==> src/rtl/icache_refill_ctrl_pkg.sv <==
// -----------------------------------------------------------------------------
// icache_refill_ctrl_pkg
// Shared types and constants for the instruction-cache refill path:
//   refill_state_e  - refill controller FSM states
//   AXI_BURST_INCR  - AXI ARBURST encoding for incrementing bursts
//   AXI_SIZE_4B     - AXI ARSIZE encoding for 4-byte beats
//   WORD_W          - width of one cache-line word / AXI data beat
// -----------------------------------------------------------------------------
package icache_refill_ctrl_pkg;

   localparam int unsigned WORD_W = 32;

   localparam logic [1:0] AXI_BURST_INCR = 2'b01;
   localparam logic [2:0] AXI_SIZE_4B    = 3'b010;

   typedef enum logic [1:0] {
      REFILL_IDLE,
      REFILL_ADDR,
      REFILL_DATA,
      REFILL_DONE
   } refill_state_e;

endpackage

==> src/rtl/icache_line_buffer.sv <==
// -----------------------------------------------------------------------------
// icache_line_buffer
// Assembles one cache line from individual 32-bit words.
// Ports:
//   clk_i    - clock
//   rst_ni   - asynchronous active-low reset, clears the line
//   clr_i    - synchronous clear of the whole line (has priority over we_i)
//   we_i     - write word idx_i with wdata_i
//   idx_i    - word index within the line
//   wdata_i  - word to write
//   line_o   - full line, word k at bits [32k+31:32k]
// -----------------------------------------------------------------------------
module icache_line_buffer
   import icache_refill_ctrl_pkg::*;
#(
   parameter int unsigned LINE_WORDS = 8,
   parameter int unsigned IDX_W      = $clog2(LINE_WORDS)
) (
   input  logic                         clk_i,
   input  logic                         rst_ni,
   input  logic                         clr_i,
   input  logic                         we_i,
   input  logic [IDX_W-1:0]             idx_i,
   input  logic [WORD_W-1:0]            wdata_i,
   output logic [LINE_WORDS*WORD_W-1:0] line_o
);

   logic [LINE_WORDS*WORD_W-1:0] line_q, line_d;

   always_comb begin
      line_d = line_q;
      if (clr_i) begin
         line_d = '0;
      end else if (we_i) begin
         for (int unsigned w = 0; w < LINE_WORDS; w++) begin
            if (idx_i == IDX_W'(w)) begin
               line_d[w*WORD_W +: WORD_W] = wdata_i;
            end
         end
      end
   end

   always_ff @(posedge clk_i or negedge rst_ni) begin
      if (!rst_ni) begin
         line_q <= '0;
      end else begin
         line_q <= line_d;
      end
   end

   assign line_o = line_q;

endmodule

==> src/rtl/icache_refill_ctrl.sv <==
// -----------------------------------------------------------------------------
// icache_refill_ctrl
// Turns an icache miss into a single AXI INCR read burst of LINE_WORDS beats
// and delivers the assembled line to the data/tag arrays.
// Ports:
//   clk, rst                 - clock, asynchronous active-low reset
//   miss_req/miss_addr       - miss request from lookup; miss_ready = idle
//   flush                    - abandon current refill (burst still drained)
//   ar_*                     - AXI read-address channel (master side)
//   r_*                      - AXI read-data channel (master side)
//   refill_valid/addr/data/err - one-cycle line delivery
// -----------------------------------------------------------------------------
module icache_refill_ctrl
   import icache_refill_ctrl_pkg::*;
#(
   parameter int unsigned LINE_WORDS = 8,
   parameter int unsigned ADDR_WIDTH = 32,
   parameter int unsigned ID         = 0
) (
   input  logic                         clk,
   input  logic                         rst,
   input  logic                         miss_req,
   input  logic [ADDR_WIDTH-1:0]        miss_addr,
   output logic                         miss_ready,
   input  logic                         flush,
   output logic                         ar_valid,
   input  logic                         ar_ready,
   output logic [ADDR_WIDTH-1:0]        ar_addr,
   output logic [3:0]                   ar_id,
   output logic [7:0]                   ar_len,
   output logic [2:0]                   ar_size,
   output logic [1:0]                   ar_burst,
   input  logic                         r_valid,
   output logic                         r_ready,
   input  logic [31:0]                  r_data,
   input  logic [1:0]                   r_resp,
   input  logic                         r_last,
   output logic                         refill_valid,
   output logic [ADDR_WIDTH-1:0]        refill_addr,
   output logic [LINE_WORDS*32-1:0]     refill_data,
   output logic                         refill_err
);

   localparam int unsigned               BEAT_W     = $clog2(LINE_WORDS);
   localparam int unsigned               OFF_W      = $clog2(LINE_WORDS*4);
   localparam logic [BEAT_W-1:0]         LAST_BEAT  = BEAT_W'(LINE_WORDS-1);
   localparam logic [ADDR_WIDTH-1:0]     ALIGN_MASK = {ADDR_WIDTH{1'b1}} << OFF_W;

   refill_state_e           state_q, state_d;
   logic [ADDR_WIDTH-1:0]   addr_q, addr_d;
   logic [BEAT_W-1:0]       beat_cnt_q, beat_cnt_d;
   logic                    abandon_q, abandon_d;
   logic                    err_q, err_d;
   logic                    lb_clr, lb_we;

   always_comb begin
      state_d      = state_q;
      addr_d       = addr_q;
      beat_cnt_d   = beat_cnt_q;
      abandon_d    = abandon_q;
      err_d        = err_q;
      lb_clr       = 1'b0;
      lb_we        = 1'b0;
      miss_ready   = 1'b0;
      ar_valid     = 1'b0;
      r_ready      = 1'b0;
      refill_valid = 1'b0;

      case (state_q)
         REFILL_IDLE: begin
            miss_ready = 1'b1;
            if (miss_req && !flush) begin
               addr_d     = miss_addr & ALIGN_MASK;
               beat_cnt_d = '0;
               err_d      = 1'b0;
               abandon_d  = 1'b0;
               lb_clr     = 1'b1;
               state_d    = REFILL_ADDR;
            end
         end
         REFILL_ADDR: begin
            // ar_valid may not be withdrawn once raised: flush only marks the
            // refill abandoned and lets the handshake complete.
            ar_valid = 1'b1;
            if (flush) abandon_d = 1'b1;
            if (ar_ready) state_d = REFILL_DATA;
         end
         REFILL_DATA: begin
            r_ready = 1'b1;
            if (flush) abandon_d = 1'b1;
            if (r_valid) begin
               lb_we      = 1'b1;
               beat_cnt_d = beat_cnt_q + 1'b1;
               if (r_resp != 2'b00) err_d = 1'b1;
               // Termination follows the beat count; r_last only flags errors.
               if (beat_cnt_q == LAST_BEAT) begin
                  if (!r_last) err_d = 1'b1;
                  state_d = REFILL_DONE;
               end else if (r_last) begin
                  err_d = 1'b1;
               end
            end
         end
         REFILL_DONE: begin
            refill_valid = !abandon_q;
            abandon_d    = 1'b0;
            state_d      = REFILL_IDLE;
         end
         default: state_d = REFILL_IDLE;
      endcase
   end

   always_ff @(posedge clk or negedge rst) begin
      if (!rst) begin
         state_q    <= REFILL_IDLE;
         addr_q     <= '0;
         beat_cnt_q <= '0;
         abandon_q  <= 1'b0;
         err_q      <= 1'b0;
      end else begin
         state_q    <= state_d;
         addr_q     <= addr_d;
         beat_cnt_q <= beat_cnt_d;
         abandon_q  <= abandon_d;
         err_q      <= err_d;
      end
   end

   icache_line_buffer #(
      .LINE_WORDS (LINE_WORDS),
      .IDX_W      (BEAT_W)
   ) u_line_buffer (
      .clk_i   (clk),
      .rst_ni  (rst),
      .clr_i   (lb_clr),
      .we_i    (lb_we),
      .idx_i   (beat_cnt_q),
      .wdata_i (r_data),
      .line_o  (refill_data)
   );

   assign ar_addr     = addr_q;
   assign ar_id       = 4'(ID);
   assign ar_len      = 8'(LINE_WORDS-1);
   assign ar_size     = AXI_SIZE_4B;
   assign ar_burst    = AXI_BURST_INCR;
   assign refill_addr = addr_q;
   assign refill_err  = err_q;

endmodule

==> config.mk <==
export PLATFORM = sky130hd
export DESIGN_NAME = icache_refill_ctrl
export DESIGN_NICKNAME = d
export VERILOG_FILES = /design/src/rtl/icache_refill_ctrl_pkg.sv /design/src/rtl/icache_line_buffer.sv /design/src/rtl/icache_refill_ctrl.sv
export SDC_FILE = /design/constraint.sdc
export NUM_CORES = 1
export LEC_CHECK = 0
export CAP_MARGIN = 30
export CORE_MARGIN = 8
export CORE_UTILIZATION = 46
export CTS_CLUSTER_DIAMETER = 60
export DETAILED_ROUTE_END_ITERATION = 8
export GPL_ROUTABILITY_DRIVEN = 0
export GPL_TIMING_DRIVEN = 1
export PLACE_DENSITY_LB_ADDON = 0.12
export SETUP_SLACK_MARGIN = 0.02
export SYNTH_ARGS = -nofsm -noshare
export SYNTH_HDL_FRONTEND = slang
export SYNTH_SLANG_ARGS = --single-unit
==> constraint.sdc <==
create_clock -name clk -period 2.5 [get_ports clk]
set_clock_uncertainty 0.05 [all_clocks]
set_input_delay 0.5 -clock clk [delete_from_list [all_inputs] [get_ports clk]]
set_output_delay 0.5 -clock clk [all_outputs]
set_load 0.005 [all_outputs]
==> impl_metrics.json <==
{
  "cts_buffer_depth": 3,
  "ff2ff_path_depth": 6,
  "synth_top_family_by_area": "simple AND/OR/NAND/NOR gates",
  "core-area_um2": 26800,
  "die-area_um2": 32700,
  "io_pins": 415,
  "vdd_drop_max_mv": 0.859,
  "endpoint_kind": "primary output",
  "drcViolationCount": 0,
  "crit_type": "reg -> out",
  "drtIter0Drc": 888,
  "cpLargestDelayFamily": "buffers and inverters",
  "num_vias": 10400,
  "die-height_um": 181,
  "powerDensity_nw_per_um2": 966,
  "antenna_cells": 0,
  "initial_core_util_pct": 46.7,
  "synth-seq-cells": 290,
  "antenna_left": 0,
  "seq_area_frac_synth_pct": 58.0,
  "drt_pass1_iterations": 5,
  "viasPerCell": 5.23,
  "grt_max_degree": 67,
  "fmax_mhz": 411,
  "antenna_found_initial": 0,
  "met3_wirelength_um": 4130,
  "cts_tree": "yes",
  "rsz0062_at_grt": "true",
  "placementRows": 60,
  "hold_violations": 0,
  "grt_usage_pct": 25.5,
  "cp_slowest_cell": "clkdlybuf4s50_1",
  "grt_pass1_vias": 10800,
  "drive_above_1_share_pct": 8.22,
  "wirelength_met1_um": 17000,
  "arrival_ps": 1880,
  "htreeDepth": 2,
  "top_layer": "met4",
  "die_w_um": 181,
  "gr-total-overflow": 0,
  "cts_root_buf": "clkbuf_16",
  "holdPathStages": 2,
  "worstMarginPinSlew_ps": 618,
  "cp.depth": 3,
  "worst_slack_ps": 65.2,
  "hp-class": "reg -> reg",
  "synth.area.mux_share_pct": 2.92,
  "wire_per_inst_um": 21.4,
  "fin_nets": 1717,
  "finalMaxSlewViolations": 0,
  "required_ps": 1950,
  "postSynthAreaPerCell_um2": 9.45,
  "fin_crit_sh_pct": 97.4,
  "slowest_delay_ps": 540,
  "cts_inserted_buffers": 34,
  "fin_hold_ws_ps": 470,
  "synth-xor-area-share_pct": 0.0700,
  "synth-compound-area-share_pct": 10.8,
  "wl_met2_um": 20600,
  "synth_cell_types": 33,
  "synth-simple-area-share_pct": 17.0,
  "portBuffers": 382,
  "synth_area_um2": 12500,
  "cts.sinks": 290,
  "yosysWarnings": 0,
  "cp.buffers_inverters": 2,
  "crit_chain": "inv_1 -> ha_2 -> clkdlybuf4s50_1",
  "path_max_fanout": 8,
  "area_delta_synth_final_pct": 38.1,
  "outcome": "completed",
  "start_kind": "register",
  "clk_latency_ps": 490,
  "grt_pass1_wl_um": 65600,
  "cap_violations": 0,
  "fillers": 2174,
  "finalSetupViolations": 0,
  "power.leakage_nw": 7.36,
  "syn_inst": 1324,
  "dp_slack_ps": 281,
  "clkTransAtPathRegs_ps": 60,
  "dpl.hpwl_um": 29600,
  "maxSlewHeadroom_pct": 58.8,
  "synthAdderAreaFrac_pct": 1.10,
  "wirelength_um": 42700,
  "min_period_ps": 2430
}
final timing paths:
path | from | end | slack (ps)
setup / recovery | state_q[0] | miss_ready | 70
hold / removal | u_line_buffer.line_o[105] | u_line_buffer.line_o[105] | 470
max in group asynchronous | rst | u_line_buffer.line_o[43] | 1100
min in group asynchronous | rst | u_line_buffer.line_o[89] | 490
setup reg to reg | state_q[0] | u_line_buffer.line_o[194] | 390
hold reg to reg | u_line_buffer.line_o[105] | u_line_buffer.line_o[105] | 470
flip-flops by register name, indices dropped and copies added (netlist names):
register	flops
ar_addr	27
refill_err	1
beat_cnt_q	3
abandon_q	1
state_q	2
u_line_buffer.line_o	256
layout by cell type (no fill, tap or decap), drive strengths merged, types with 2 or more instances in the layout:
cell,count
a21oi,258
and3,2
and4,3
and4b,3
buf,43
clkbuf,54
clkdlybuf4s50,381
clkinv,3
conb,27
dfrtp,290
ha,11
inv,8
mux2,28
mux2i,5
nand2,514
nand2b,3
nand3,2
nand4,3
nand4b,3
nor2,3
nor2b,4
power breakdown:
part / switching (mW) / internal, mW / total [mW]
logic: 2.29 / 3.12 / 5.41
clock network: 1.89 / 2.93 / 4.82
registers: 0.727 / 5.74 / 6.47
final cells by class:
class / instances / area, um^2 / share of cell area, %
Sequential cell: 290 / 7260 / 42.0
Clock inverter: 4 / 27.5 / 0.159
Tap cell: 341 / 427 / 2.47
Multi-Input combinational cell: 875 / 4110 / 23.8
Timing Repair Buffer: 425 / 4370 / 25.3
Clock buffer: 54 / 1070 / 6.19
Inverter: 7 / 26.3 / 0.152
per-layer routing:
layer / global-route usage, % / vias to the layer above
met1: 31.4 / 5176
met4: 6.30 / 0
met5: 0 / -
li1: - / 4778
met2: 42.1 / 422
met3: 9.47 / 61
cell usage after synthesis:
library cell	instances	area, um^2
clkbuf_2	1	5.00
nand3_1	2	10.0
mux2_2	28	315
nand4_1	3	18.8
inv_2	1	3.75
a2bb2oi_1	1	8.76
dfrtp_1	290	7260
ha_1	11	138
o21a_1	1	7.51
nand4b_1	3	26.3
nand2b_1	2	12.5
a221oi_1	1	8.76
and4b_1	3	30.0
buf_6	18	203
and4_1	3	26.3
buf_2	58	290
buf_4	95	713
nor2b_1	4	25.0
nor2_1	2	7.51
clkbuf_1	4	15.0
a21oi_1	257	1290
and3_1	2	12.5
mux2i_1	5	50.1
xnor2_1	1	8.76
conb_1	2	7.51
buf_8	1	15.0
nor2_4	1	11.3
nand2b_2	1	8.76
or4_1	1	7.51
nand2_1	514	1930
a2111oi_4	1	27.5
a21oi_2	1	8.76
inv_1	6	22.5
per-stage QoR:
step	cell area, um^2	TNS [ps]	total power [mW]	cells	util [%]
6_report	17300	0	16.7	1996	64.5
5_1_grt	17300	-15.6	17.5	1996	64.5
4_1_cts	17300	0	16.9	1996	64.5
3_5_place_dp	16200	0	12.0	1937	60.3
3_3_place_gp	16200	0	11.9	1937	60.3
2_1_floorplan	12600	0	8.76	1349	-
cell families (layout without fill, tap and decap cells):
group | Yosys count | count (layout)
simple gates | 541 | 541
flops | 290 | 290
compound gates | 262 | 262
buf+inv | 184 | 490
mux | 33 | 33
fa+ha+maj | 11 | 11
other cells | 2 | 27
xor+xnor | 1 | 1
worst register-to-register path, stage by stage, from the launching register on:
cell	delay [ps]
dfrtp_1	420
inv_1	120
ha_1	560
and4_2	360
buf_4	280
nand2_1	100
a21oi_1	160
repair_timing:
| item | in CTS | in global routing |
|---|---|---|
| resized for setup | 1 | 0 |
| hold buffers | 1 | 0 |
| endpoints found under the hold margin | 54 | 0 |
| endpoints found under the setup margin | 1 | 2 |
| gates cloned | 0 | 0 |
| buffers inserted | 0 | 0 |
Note: power is estimated with default switching activity, not from simulation.
